<file path="config.mk">
export PLATFORM = sky130hd
export DESIGN_NAME = parity_lane_gen_check
export DESIGN_NICKNAME = d
export VERILOG_FILES = /design/src/rtl/parity_lane_gen_check.sv
export SDC_FILE = /design/constraint.sdc
export NUM_CORES = 1
export LEC_CHECK = 0
export ABC_AREA = 0
export BUFFER_PORTS_ARGS = -buffer_cell sky130_fd_sc_hd__buf_2
export CELL_PAD_IN_SITES_DETAIL_PLACEMENT = 1
export CELL_PAD_IN_SITES_GLOBAL_PLACEMENT = 1
export CORE_MARGIN = 1.5
export CORE_UTILIZATION = 35
export CTS_BUF_LIST = sky130_fd_sc_hd__clkbuf_8
export DETAILED_ROUTE_END_ITERATION = 7
export GPL_TIMING_DRIVEN = 0
export PLACE_DENSITY = 0.77
export SLEW_MARGIN = 20
export SYNTH_ARGS = -nofsm -noshare
export SYNTH_HDL_FRONTEND = slang
export SYNTH_SLANG_ARGS = --single-unit
</file>
<file path="constraint.sdc">
create_clock -name clk -period 4.46 [get_ports clk]
set_clock_uncertainty 0.05 [all_clocks]
set_input_delay 0.669 -clock clk [delete_from_list [all_inputs] [get_ports clk]]
set_output_delay 0.669 -clock clk [all_outputs]
set_load 0.01 [all_outputs]
</file>
<file path="src/rtl/parity_lane_gen_check.sv">
// Streaming per-lane parity generator/checker.
// Splits each accepted beat into DATA_W/LANE_W lanes, computes one parity bit per
// lane (even or odd), optionally compares it with received parity, and presents
// the result through a one-deep registered output stage with valid/ready flow
// control. Error telemetry: a sticky flag and a saturating count of erroring beats.
module parity_lane_gen_check #(
    parameter int DATA_W = 32,
    parameter int LANE_W = 8,
    parameter int CNT_W  = 16,
    localparam int NLANES = DATA_W / LANE_W
) (
    input  logic              clk,
    input  logic              reset,
    // upstream beat
    input  logic              in_valid,
    output logic              in_ready,
    input  logic [DATA_W-1:0] data_in,
    input  logic [NLANES-1:0] parity_in,
    input  logic              odd_mode,
    input  logic              check_en,
    // downstream beat
    output logic              out_valid,
    input  logic              out_ready,
    output logic [DATA_W-1:0] data_out,
    output logic [NLANES-1:0] parity_out,
    output logic [NLANES-1:0] lane_err,
    // error status
    output logic              err_sticky,
    output logic [CNT_W-1:0]  err_count,
    input  logic              err_clear
);

    // A partial lane would silently get no parity bit, so refuse to elaborate.
    if ((DATA_W % LANE_W) != 0) begin : g_bad_lane_width
        $error("parity_lane_gen_check: DATA_W (%0d) must be a multiple of LANE_W (%0d)",
               DATA_W, LANE_W);
    end

    typedef enum logic {
        ST_EMPTY = 1'b0,
        ST_FULL  = 1'b1
    } stage_state_t;

    localparam logic [CNT_W-1:0] CNT_MAX = '1;
    localparam logic [CNT_W-1:0] CNT_ONE = CNT_W'(1);

    stage_state_t      state;
    logic              accept;
    logic [NLANES-1:0] parity_calc;
    logic [NLANES-1:0] err_calc;
    logic              beat_err;

    // The stage can take a new beat when empty or when its current beat leaves now.
    assign out_valid = (state == ST_FULL);
    assign in_ready  = !out_valid || out_ready;
    assign accept    = in_valid && in_ready;

    // Per-lane parity of the incoming beat; lane 0 sits in the LSBs.
    always_comb begin
        // NOTE: give every combinational output a default first so no path leaves it unassigned and no latch is inferred.
        parity_calc = '0;
        for (int k = 0; k < NLANES; k++) begin
            parity_calc[k] = (^data_in[k*LANE_W +: LANE_W]) ^ odd_mode;
        end
    end

    // Lane mismatches only mean something in check mode.
    assign err_calc = check_en ? (parity_calc ^ parity_in) : '0;
    assign beat_err = accept && (|err_calc);

    // Output stage: load on accept, drain on out_ready, hold everything while stalled.
    always_ff @(posedge clk or posedge reset) begin
        // NOTE: sequential state uses non-blocking assignments so every register samples pre-edge values.
        if (reset) begin
            // NOTE: the data registers are reset too, because their value is visible on the ports right after reset.
            state      <= ST_EMPTY;
            data_out   <= '0;
            parity_out <= '0;
            lane_err   <= '0;
        end else begin
            case (state)
                ST_EMPTY: begin
                    if (accept) begin
                        state <= ST_FULL;
                    end
                end
                ST_FULL: begin
                    if (out_ready && !accept) begin
                        state <= ST_EMPTY;
                    end
                end
                default: state <= ST_EMPTY;
            endcase
            if (accept) begin
                data_out   <= data_in;
                parity_out <= parity_calc;
                lane_err   <= err_calc;
            end
        end
    end

    // Error status updates on the loading edge; a clear never swallows a coincident error.
    always_ff @(posedge clk or posedge reset) begin
        if (reset) begin
            err_sticky <= 1'b0;
            err_count  <= '0;
        end else if (err_clear) begin
            err_sticky <= beat_err;
            err_count  <= beat_err ? CNT_ONE : '0;
        end else if (beat_err) begin
            err_sticky <= 1'b1;
            if (err_count != CNT_MAX) begin
                err_count <= err_count + CNT_ONE;
            end
        end
    end

endmodule

</file>
== Word level (Yosys, flattened, before mapping) ==
Cells that the tools add are included.

* Word-level logic and storage cells: 38
* Bits in registers: 58

* Bitwise gates (word level): 6
* Equal/unequal tests: 1
* Reduce and logical (&&, ||, !) cells: 14
* Mux-type cells: 10
* Add/sub/neg operators: 1

{| class="wikitable"
|+ Operator list
! kind !! number
|-
| 2-to-1 mux 16 bit || 3
|-
| parity 8 bit || 4
|-
| adder 16 x 1 -> 16 bit (second input constant) || 1
|-
| != test 16 bit (second input constant) || 1
|-
| 2-to-1 mux 1 bit || 5
|-
| 2-to-1 mux 4 bit || 1
|-
| nonzero test 2 bit || 2
|-
| OR reduction 4 bit || 1
|-
| XOR 1 bit || 4
|-
| XOR 4 bit || 1
|-
| logical AND 1 bit || 3
|-
| logical NOT 1 bit || 2
|-
| case mux 1 bit (2 select lines) || 1
|-
| AND reduction 2 bit || 1
|-
| logical OR 1 bit || 1
|-
| inverter 1 bit || 1
|}

== Logic depth before layout (Yosys ltp) ==
Gate-level depths: netlist (run 1).

* Depth in word-level cells: 8
* Mapped depth: 8
* Gate-level depth less buffers: 6

== Least setup slack after synthesis (run 1) ==
No wires, ideal clock.

* Path kind: input to register
* Start point: in data_in[11]
* End point: reg err_count[15]
* Stages: 7
* Required time: 4.285 ns
* Library setup time: 0.125 ns
* Setup slack: 1.902 ns
* Arrival: 2.383 ns
* Cell sequence: xnor2_1 -> xnor3_1 -> xnor2_2 -> o41ai_4 -> buf_6 -> nor3_1 -> mux2_4

* Longest elaborated chain between the ends: 8

{| class="wikitable"
|+ RTL lines
! what !! line !! RTL
|-
| from (decl) || 17 || <nowiki>input logic [DATA_W-1:0] data_in,</nowiki>
|-
| parity 8 bit || 63 || <nowiki>parity_calc[k] = (^data_in[k*LANE_W +: LANE_W]) ^ odd_mode;</nowiki>
|-
| XOR 1 bit || 63 ||
|-
| XOR 4 bit || 68 || <nowiki>assign err_calc = check_en ? (parity_calc ^ parity_in) : '0;</nowiki>
|-
| 2-to-1 mux 4 bit || 68 ||
|-
| OR reduction 4 bit || 69 || <nowiki>assign beat_err = accept && (|err_calc);</nowiki>
|-
| logical AND 1 bit || 69 ||
|-
| nonzero test 2 bit (no line) || -- ||
|-
| AND reduction 2 bit (no line) || -- ||
|-
| to (signal assigned) || 109 || <nowiki>err_count <= beat_err ? CNT_ONE : '0;</nowiki>
|-
| to (signal assigned) || 113 || <nowiki>err_count <= err_count + CNT_ONE;</nowiki>
|-
| to (decl) || 29 || <nowiki>output logic [CNT_W-1:0] err_count,</nowiki>
|}

Every way passes these cells.
A chain may end at the register's enable or synchronous reset.

== Worst setup path in the final report (run 1) ==
Same ends and word-level chain as after synthesis.

==> out/metrics.csv, run 1 <==
stage,metric,value,unit
finish,Ant. Diodes,0,
setup_path,crit-path cells,"buf_2, xnor2_1, xnor3_1, xnor2_2, o41ai_4, buf_6, nor3_1, mux2_4",
setup_path,Crit Path Category,in -> reg,
routing,final wirelength,8910,um
synthesis,ys async rst share,100,%
die,Die Y-Extent,96.0,um
clock_tree,later-pin clock latency in the skew report,0.34,ns
sta,post-route setup slack,1.85,ns
global_routing,first-pass GRT wire length,13800,um
synthesis,"Distinct cells, synth",37,
power,Power Dens Cells,409,nW/um^2
sta,Final Critical Period,2.61,ns
sta,final setup violating endpoints,0,
sta,RSZ-0062 raised after global routing,false,
synthesis,Syn Area/Cell,9.41,sq um
finish,layout cells sized above 1,29.3,%
routing,DRC viols,0,
sta,Slew Limit Fails,0,
setup_path,"Max FO, Critical Path",10,
synthesis,synthesized flop and latch total,58,
die,I/O pin count,102,
finish,Layout area overhead,29.2,%
routing,post-route antenna net violation count,0,
global_routing,maximum number of pins on one net before global-route repair,46,
placed_design,Post-Place Worst Slack,1.51,ns
power,sequential power share,39.7,%
routing,vias,2770,
setup_path,critical path's largest stage delay,0.53,ns
sta,fmax,384,MHz
power,Int Power,1090,uW
clock_tree,CTS tree,yes,
synthesis,Post-synth top flop,dfrtp_1,
clock_tree,Sink Count,58,
setup_path,"Max stage delay cell, worst path",o41ai_4,
power,part of the power in the clock network,34.6,%
setup_path,CP startpoint kind,input pin,
clock_tree,CTS resizes,0,
routing,average wire per standard cell,16.4,um
global_routing,via count of the first global-routing pass,2813,
die,core area,8300,sq um
die,FP Rows,33,
clock_tree,CTS Buffer Depth,2,
setup_path,reg2reg path depth,5,
placed_design,HPWL after DPL,6450,um
power,Switching Fraction,31.6,%
synthesis,Syn Inst Count,322,
synthesis,Post-synth EDFFs,0,
placed_design,port bufs,101,
min_path,Hold Path Class,in -> async,
outcome,status,"finished, final reports clean",
synthesis,Yosys Warn Count,0,
setup_path,"Req. time, crit path",4.64,ns
routing,first-pass detailed-route iteration total,4,
routing,vias per inst,5.08,
job,Max-cap violations,0,
clock_tree,"Setup Fix Bufs, Post-CTS",0,
global_routing,Overall Global Routing Usage,20.1,%
die,Die X,96.0,um
synthesis,Synth Cell Area,3030,sq um
sta,Final Cycle Share,58.4,%
power,combinational share of power,25.7,%
power,NetSw,505,uW
clock_tree,Root Buffer,clkbuf_8,
sta,Max-slew headroom,56.9,%
die,initial cell density of the core,36.5,%
sta,Worst Tran Pin Value,0.641,ns
clock_tree,H-tree levels,3,
clock_tree,clk slew on worst S/H paths,0.07,ns
synthesis,"Seq/Total Area, Yosys",47.9,%
finish,final net count,479,
global_routing,initial antenna violation count,0,
routing,Iter 0 DRT Violations,38,
placed_design,routability congestion estimate,0.800,
global_routing,grt ovf,0,
setup_path,Critical Path Sink Type,flip-flop,
clock_tree,total CTS buffers,9,
sta,Final Hold Viols,0,
power,peak supply drop,0.145,mV
setup_path,crit path DAT,2.79,ns
die,Total Die Area,9220,sq um
power,Leak,0.00208,uW
sta,Setup TNS Final,0,ns
synthesis,Syn Nets,366,
clock_tree,cts hold-fix bufs,0,
## per-stage QoR
step / cell area [sq um] / cells / total power, uW / hold slack [ns] / utilization (%)
2_1_floorplan: 3030 / 322 / 895 / 0.464 / -
3_5_place_dp: 3700 / 529 / 1060 / 0.410 / 44.5
5_1_grt: 3920 / 545 / 1680 / 0.205 / 47.2
3_3_place_gp: 3670 / 528 / 1040 / 0.403 / 44.2
4_1_cts: 3920 / 545 / 1610 / 0.199 / 47.2
6_report: 3920 / 545 / 1600 / 0.199 / 47.2
## cells in the mapped netlist, types with 6 or more instances
library cell	count	area share (%)
nand2_1	116	14
xor2_1	6	1.7
dfrtp_1	58	48
or4_1	8	2.0
o21ai_1	8	1.3
xnor2_1	16	4.6
o211ai_1	6	1.5
nand3_1	22	3.6
nand4_1	9	1.9
xnor3_1	7	5.2
clkbuf_1	11	1.4
## registers in the layout, summed over array words and instances, names as in the netlist
register and count:
out_valid 1, lane_err 4, err_sticky 1, parity_out 4
data_out 32, err_count 16
## worst paths after layout
check	to	slack [ns]	startpoint
setup reg to reg	err_count[0]$_DFFE_PP0P_	2.35	err_count[3]$_DFFE_PP0P_
min in group clk	data_out[9]$_DFFE_PP0P_	0.43	data_out[9]$_DFFE_PP0P_
max in group asynchronous	data_out[3]$_DFFE_PP0P_	3.67	reset
hold / removal	out_valid$_DFF_PP0_	0.20	reset
setup / recovery	err_count[15]$_DFFE_PP0P_	1.85	data_in[11]
hold reg to reg	data_out[9]$_DFFE_PP0P_	0.43	data_out[9]$_DFFE_PP0P_
## cell usage in the layout (no fill, tap or decap), types with 2 or more instances in the layout
| master | n |
|---|---|
| o211ai_1 | 6 |
| nand2_1 | 116 |
| inv_1 | 2 |
| xnor3_1 | 7 |
| clkinv_2 | 2 |
| clkbuf_8 | 10 |
| nor2_1 | 5 |
| nand4_1 | 9 |
| a21oi_1 | 5 |
| o21ai_1 | 8 |
| bufinv_16 | 2 |
| buf_6 | 2 |
| xnor2_2 | 3 |
| and4_1 | 2 |
| nand2b_1 | 3 |
| nand3_1 | 22 |
| o31ai_1 | 2 |
| buf_2 | 102 |
| or4_1 | 8 |
| dfrtp_1 | 58 |
| buf_1 | 3 |
| nor3_1 | 5 |
| and3_1 | 4 |
| xor2_1 | 6 |
| xnor2_1 | 16 |
| clkbuf_1 | 11 |
| nor2b_1 | 5 |
## power groups by stage
| stage | clock network (uW) | logic [uW] | registers (uW) |
|---|---|---|---|
| 3_5_place_dp | 0 | 414 | 645 |
| 4_1_cts | 558 | 419 | 636 |
| 5_1_grt | 583 | 452 | 644 |
| 3_3_place_gp | 0 | 401 | 641 |
| 2_1_floorplan | 0 | 222 | 674 |
| 6_report | 553 | 412 | 635 |
## worst max-delay path, delay by kind of cell
family	cells	cell delay, ns
xor+xnor	3	0.87
compound gates	1	0.53
buf+inv	2	0.33
mux	1	0.30
simple gates	1	0.08
## metal layers
metal,global-route usage [%],vias up,wire length [um]
li1,-,1309,-
met1,26.2,1364,4130
met2,33.3,84,4210
met3,3.32,13,474
met4,7.84,0,92
met5,0,-,0
## final cells by class
type / count / area, sq um
Tap cell: 105 / 131
Timing Repair Buffer: 102 / 533
Multi-Input combinational cell: 245 / 1490
Clock buffer: 10 / 138
Sequential cell: 58 / 1450
Inverter: 2 / 10.0
Fill cell: 1007 / 4380
Buffer: 17 / 80.1
Clock inverter: 6 / 81.3
## logic make-up after synthesis
logic type	Yosys count	synth area share (%)
buffers and inverters	19	2.89
AO/OA/AOI/OAI	26	6.36
multiplexers	2	0.826
flip-flops	58	47.9
AND/OR/NAND/NOR	182	27.1
adder cells (fa/ha/maj)	1	0.413
XOR/XNOR	34	14.5
Note: power is estimated with default switching activity, not from simulation.
==> run 2, diff against run 1 <==
--- a/config.mk
+++ b/config.mk
@@ -5,7 +5,7 @@
 export SDC_FILE = /design/constraint.sdc
 export NUM_CORES = 1
 export LEC_CHECK = 0
-export ABC_AREA = 0
+export ABC_AREA = 1
 export BUFFER_PORTS_ARGS = -buffer_cell sky130_fd_sc_hd__buf_2
 export CELL_PAD_IN_SITES_DETAIL_PLACEMENT = 1
 export CELL_PAD_IN_SITES_GLOBAL_PLACEMENT = 1
@@ -14,7 +14,7 @@
 export CTS_BUF_LIST = sky130_fd_sc_hd__clkbuf_8
 export DETAILED_ROUTE_END_ITERATION = 7
 export GPL_TIMING_DRIVEN = 0
-export PLACE_DENSITY = 0.77
+export PLACE_DENSITY = 0.79
 export SLEW_MARGIN = 20
 export SYNTH_ARGS = -nofsm -noshare
 export SYNTH_HDL_FRONTEND = slang
==> constraint.sdc (replaced) <==
create_clock -name clk -period 2.7 [get_ports clk]
set_clock_uncertainty 0.05 [all_clocks]
set_input_delay 0.405 -clock clk [delete_from_list [all_inputs] [get_ports clk]]
set_output_delay 0.405 -clock clk [all_outputs]
set_load 0.01 [all_outputs]
==> run 2 against run 1 <==
Compared with the run above: count of clock-buffer cells in the layout grew 2; sequential power rose by 61%; flip-flop and latch count is the same; setup slack worse by 1.3 ns; hold slack worse by 0.19 ns; sequential share of layout area down 1.7 points; combinational power increased by 28%; cell area is 4.8% higher; via count increased by 19%.
==> out/metrics.csv, run 2 <==
stage,metric,value,unit
synthesis,"Seq/Total Area, Yosys",44.8,%
routing,average wire per standard cell,14.2,um
routing,first-pass detailed-route iteration total,4,
sta,Final Critical Period,2.17,ns
clock_tree,CTS resizes,0,
job,Max-cap violations,0,
synthesis,Syn Area/Cell,7.31,sq um
outcome,status,"finished, final reports clean",
power,sequential power share,42.6,%
placed_design,routability congestion estimate,0.787,
synthesis,ys async rst share,100,%
global_routing,initial antenna violation count,0,
placed_design,HPWL after DPL,7360,um
clock_tree,clk slew on worst S/H paths,0.07,ns
clock_tree,CTS Buffer Depth,2,
sta,Setup TNS Final,0,ns
global_routing,via count of the first global-routing pass,3518,
sta,Worst Tran Pin Value,0.487,ns
placed_design,Post-Place Cells,653,
die,core area,8850,sq um
power,part of the power in the clock network,35.4,%
min_path,Hold Path Class,in -> async,
setup_path,FF-to-FF End,err_count[5]$_DFFE_PP0P_,
die,Die X,99.2,um
setup_path,Critical Path Sink Type,flip-flop,
synthesis,Post-synth top flop,dfrtp_1,
synthesis,area share of the largest cell type after synthesis,44.8,%
power,Power Dens Cells,584,nW/um^2
setup_path,"Max FO, Critical Path",10,
sta,RSZ-0062 raised after global routing,false,
routing,DRC viols,0,
power,peak supply drop,0.223,mV
routing,vias,3296,
clock_tree,Root Buffer,clkbuf_8,
sta,Slew Limit Fails,0,
synthesis,"Distinct cells, synth",27,
power,Switching Fraction,31.0,%
global_routing,Overall Global Routing Usage,20.7,%
global_routing,maximum number of pins on one net before global-route repair,31,
die,initial cell density of the core,36.6,%
routing,Iter 0 DRT Violations,100,
synthesis,Post-synth EDFFs,0,
synthesis,"count leader, synth",nand2_1,
setup_path,reg2reg path depth,12,
power,Int Power,1650,uW
die,Total Die Area,9830,sq um
synthesis,Yosys Warn Count,0,
sta,Final Cycle Share,80.4,%
synthesis,Synth Cell Area,3240,sq um
setup_path,r2r setup slk,0.53,ns
clock_tree,Sink Count,58,
die,FP Rows,34,
finish,# fillers,1183,
setup_path,CP startpoint kind,flip-flop,
global_routing,GR Layer Usage met3,6.04,%
global_routing,first-pass GRT wire length,16200,um
sta,final setup violating endpoints,0,
placed_design,port bufs,101,
finish,most frequent cells in the layout,"172 x nand2_1, 104 x buf_2, 58 x dfrtp_1",
finish,final net count,600,
finish,Top reg by flops,data_out,
setup_path,Crit Path Category,reg -> reg,
synthesis,cell taking the most area after synthesis,dfrtp_1,
finish,number of flip-flops in the largest register,32,
synthesis,Syn Nets,487,
power,Leak,0.00240,uW
clock_tree,total CTS buffers,9,
setup_path,crit path DAT,2.40,ns
synthesis,dominant cells by area after synthesis,"dfrtp_1 45%, nand2_1 20%, inv_1 6.4%",
sta,Final Hold Viols,0,
synthesis,Synth top cells by count,"172 x nand2_1, 58 x dfrtp_1, 55 x inv_1, 40 x nand3_1, 30 x o21ai_0",
routing,post-route antenna net violation count,0,
synthesis,Syn Inst Count,443,
finish,biggest regs,"data_out x32, err_count x16",
clock_tree,later-pin clock latency in the skew report,0.34,ns
die,Die Y-Extent,99.2,um
routing,final wirelength,9470,um
power,combinational share of power,22.1,%
sta,fmax,461,MHz
global_routing,met1 Use GR,24.2,%
clock_tree,"Setup Fix Bufs, Post-CTS",0,
global_routing,GR peak layer,met2,
finish,layout cells sized above 1,25.2,%
finish,"leading cell type in the layout, fill and taps excluded",nand2_1,
global_routing,Global Route met2 Usage,37.0,%
finish,non-filler instance count after layout,668,
clock_tree,H-tree levels,3,
synthesis,synthesized flop and latch total,58,
clock_tree,cts hold-fix bufs,0,
die,I/O pin count,102,
sta,WHS,0.0103,ns
power,NetSw,743,uW
global_routing,grt ovf,0,
finish,Layout area overhead,26.8,%
setup_path,FF-to-FF Start,err_count[0]$_DFFE_PP0P_,
finish,Ant. Diodes,0,
setup_path,"Req. time, crit path",2.93,ns
clock_tree,CTS tree,yes,
routing,vias per inst,4.93,
sta,Max-slew headroom,67.6,%
==> run 2: cell types whose count changed in the layout (fill, tap and decap cells not counted), moves of 7 or more <==
cell and delta:
o21ai_1 -8, nand3_1 +18, nand4_1 +7, nor2_1 +8
inv_1 +53, xnor2_1 -11, xnor3_1 -7, o21ai_0 +30
or4_1 -8, nand2_1 +56
==> run 2: cells by family (layout without fill, tap and decap cells) <==
family	count (synthesis)	after routing	synth area share, %
xor gates and xnor gates	17	17	4.60
AOI/OAI and AO/OA	34	34	5.41
and+or+nand+nor	259	259	35.5
DFF	58	58	44.8
buffers and inverters	74	191	9.28
adders and majority gates	1	1	0.386
==> run 2: critical path, cell delays in order (launching register included) <==
cell     delay [ns]
dfrtp_1        0.42
ha_1           0.22
nand2_1        0.08
nor2_2         0.12
nand3_1        0.13
nor2_2         0.15
nand3_2        0.14
nor2_4         0.17
nand3_4        0.15
nand3_4        0.17
buf_8          0.15
nand3_1        0.08
nand2_1        0.08
==> run 2: layout make-up <==
class / instances / area (sq um) / share of cell area, %
well taps: 108 / 135 / 3.29
flip-flops and latches: 58 / 1450 / 35.4
inverters: 60 / 228 / 5.55
plain buffers: 14 / 75.1 / 1.83
multi-input cells: 311 / 1490 / 36.2
clock inverters: 3 / 38.8 / 0.945
repair buffers: 102 / 526 / 12.8
clock buffers: 12 / 165 / 4.02
==> run 2: power groups by stage <==
| stage | Clock, uW | Combinational, uW | Sequential [uW] |
|---|---|---|---|
| floorplan | 0 | 254 | 1080 |
| global placement | 0 | 511 | 1030 |
| detailed placement | 0 | 538 | 1040 |
| CTS | 868 | 540 | 1020 |
| global route | 898 | 604 | 1030 |
| finish | 848 | 529 | 1020 |
==> run 2: how the worst max path moves through the flow <==
stage                                   from                  endpoint  slack (ns)  cells after the start
global placement                       reset  data_out[23]$_DFFE_PP0P_       -0.06                      2
detailed placement               data_in[22]  err_count[5]$_DFFE_PP0P_        0.51                     17
CTS                 err_count[0]$_DFFE_PP0P_  err_count[2]$_DFFE_PP0P_        0.54                     12
global route        err_count[1]$_DFFE_PP0P_  err_count[4]$_DFFE_PP0P_        0.36                     12
floorplan           err_count[1]$_DFFE_PP0P_  err_count[4]$_DFFE_PP0P_        0.81                     12
finish              err_count[0]$_DFFE_PP0P_  err_count[5]$_DFFE_PP0P_        0.53                     12
==> run 2: per-layer routing <==
layer / routed length [um] / vias up
li1: - / 1609
met2: 4780 / 74
met5: 0 / -
met1: 4060 / 1601
met4: 110 / 0
met3: 525 / 12
==> run 2: metrics by stage <==
step,setup slack [ns],area (sq um),power [uW],util [%]
4_1_cts,0.536,4100,2430,46.4
2_1_floorplan,0.811,3240,1330,-
5_1_grt,0.359,4100,2540,46.4
6_report,0.530,4100,2400,46.4
3_3_place_gp,-0.0642,3880,1540,43.8
3_5_place_dp,0.511,3900,1570,44.1
==> run 3, diff against run 2 <==
==> constraint.sdc (replaced) <==
create_clock -name clk -period 2.1 [get_ports clk]
set_clock_uncertainty 0.05 [all_clocks]
set_input_delay 0.315 -clock clk [delete_from_list [all_inputs] [get_ports clk]]
set_output_delay 0.315 -clock clk [all_outputs]
set_load 0.01 [all_outputs]
==> run 3 against run 2 <==
Compared with the run above: non-clock buffer count up 14; fmax up 8.9%; global-route usage up 0.060 points; wire length up 5.0%; utilization up 1.6 points; critical path type unchanged; largest cell class unchanged; highest routed layer unchanged.
==> out/metrics.csv, run 3 (same netlist as run 2, synthesis figures left out) <==
stage,metric,value,unit
outcome,status,"finished, final reports clean",
finish,Ant. Diodes,0,
setup_path,Critical Path Sink Type,flip-flop,
finish,Top reg by flops,data_out,
setup_path,reg2reg path depth,11,
sta,Worst Tran Pin Value,0.506,ns
sta,Final Cycle Share,94.9,%
sta,post-route setup slack,0.108,ns
placed_design,routability congestion estimate,0.787,
clock_tree,later-pin clock latency in the skew report,0.34,ns
setup_path,"Req. time, crit path",2.28,ns
finish,"leading cell type in the layout, fill and taps excluded",nand2_1,
routing,post-route antenna net violation count,0,
power,peak supply drop,0.286,mV
routing,final wirelength,9950,um
die,Total Die Area,9830,sq um
die,FP Rows,34,
global_routing,via count of the first global-routing pass,3515,
sta,Final Hold Viols,0,
finish,final net count,614,
sta,RSZ-0062 raised after global routing,true,
routing,first-pass detailed-route iteration total,4,
power,total power,3110,uW
setup_path,crit path DAT,2.18,ns
finish,biggest regs,"data_out x32, err_count x16",
sta,fmax,502,MHz
global_routing,first-pass GRT wire length,16200,um
min_path,Hold Path Class,in -> reg,
sta,Final Critical Period,1.99,ns
setup_path,Crit Path Category,reg -> reg,
job,Max-cap violations,0,
routing,vias per inst,4.91,
clock_tree,total CTS buffers,9,
placed_design,Post-Place Worst Slack,-0.0480,ns
die,Die X,99.2,um
min_path,Worst Hold Path Cells,3,
routing,vias,3350,
global_routing,maximum number of pins on one net before global-route repair,31,
setup_path,CP startpoint kind,flip-flop,
placed_design,port bufs,101,
routing,Iter 0 DRT Violations,97,
sta,Slew Limit Fails,0,
placed_design,HPWL after DPL,7360,um
clock_tree,H-tree levels,3,
finish,final core occ,48.0,%
global_routing,Overall Global Routing Usage,20.8,%
die,Die Y-Extent,99.2,um
power,Leak,0.00248,uW
global_routing,grt ovf,0,
die,core area,8850,sq um
sta,final setup violating endpoints,0,
power,Power Dens Cells,731,nW/um^2
clock_tree,CTS tree,yes,
setup_path,"Max FO, Critical Path",10,
clock_tree,Sink Count,58,
clock_tree,Root Buffer,clkbuf_8,
global_routing,initial antenna violation count,0,
die,initial cell density of the core,36.6,%
die,I/O pin count,102,
clock_tree,CTS Buffer Depth,2,
finish,most frequent cells in the layout,"172 x nand2_1, 103 x buf_2, 58 x dfrtp_1",
sta,Max-slew headroom,66.2,%
routing,DRC viols,0,
routing,average wire per standard cell,14.6,um
clock_tree,clk slew on worst S/H paths,0.07,ns
finish,number of flip-flops in the largest register,32,
finish,Layout area overhead,31.2,%
finish,layout cells sized above 1,27.5,%
## run 3: cell types whose count changed in the layout (fill, tap and decap cells not counted), sizes merged
cell | previous run | this run
buf | 108 | 121
dlygate4sd3 | 0 | 1
## run 3: path summary, 6_finish.rpt
| kind | from | to | slack (ns) |
|---|---|---|---|
| hold reg to reg | data_out[12]$_DFFE_PP0P_ | data_out[12]$_DFFE_PP0P_ | 0.43 |
| min in group asynchronous | reset | data_out[5]$_DFFE_PP0P_ | 0.47 |
| hold / removal | in_valid | out_valid$_DFF_PP0_ | 0.12 |
| setup / recovery | err_count[0]$_DFFE_PP0P_ | err_count[4]$_DFFE_PP0P_ | 0.11 |
| max in group asynchronous | reset | err_count[3]$_DFFE_PP0P_ | 1.04 |
| setup reg to reg | err_count[0]$_DFFE_PP0P_ | err_count[4]$_DFFE_PP0P_ | 0.11 |
## run 3: where the power goes
| group | internal (uW) | switching (uW) | leakage, uW |
|---|---|---|---|
| Sequential | 1240 | 68.0 | 0.000736 |
| Combinational | 271 | 436 | 0.00163 |
| Clock | 633 | 458 | 0.000110 |
## run 3: worst max-delay path: stages, from the launching register on
cell     delay, ns
dfrtp_1       0.36
ha_1          0.20
nand2_1       0.09
nor2_2        0.16
nand3_2       0.12
nor2_4        0.14
nand3_2       0.12
nor2_4        0.16
nand3_4       0.11
buf_4         0.20
nand4_1       0.11
nand2_1       0.07
## run 3: through the flow
step / area, sq um / hold WS (ns) / cells / setup TNS, ns
6_report: 4250 / 0.125 / 682 / 0
3_3_place_gp: 3880 / 0.409 / 652 / -33.16
4_1_cts: 4130 / 0.115 / 671 / 0
2_1_floorplan: 3240 / 0.364 / 443 / 0
5_1_grt: 4250 / 0.128 / 682 / -0.0941
3_5_place_dp: 3900 / 0.303 / 653 / -0.310
## run 3: cell type report
type / instances / area (sq um)
tap: 108 / 135
fill: 1191 / 4600
multi-input combinational: 311 / 1510
sequential: 58 / 1450
clock inverter: 3 / 38.8
buffer: 14 / 77.6
timing repair buffer: 116 / 646
clock buffer: 12 / 165
inverter: 60 / 228
## run 3: per-layer routing
layer / track usage, % / vias up / routed length (um)
met1: 24.2 / 1626 / 4190
met3: 5.97 / 10 / 534
li1: - / 1638 / -
met2: 37.5 / 76 / 5130
met5: 0 / - / 0
met4: 5.96 / 0 / 99
## run 3: repair_timing
item | CTS | global route
endpoints found under the hold margin | 29 | 0
pin swaps | 0 | 6
setup buffers | 2 | 11
gates resized for setup | 0 | 7
setup endpoints to repair | 11 | 13
hold buffers | 1 | 0
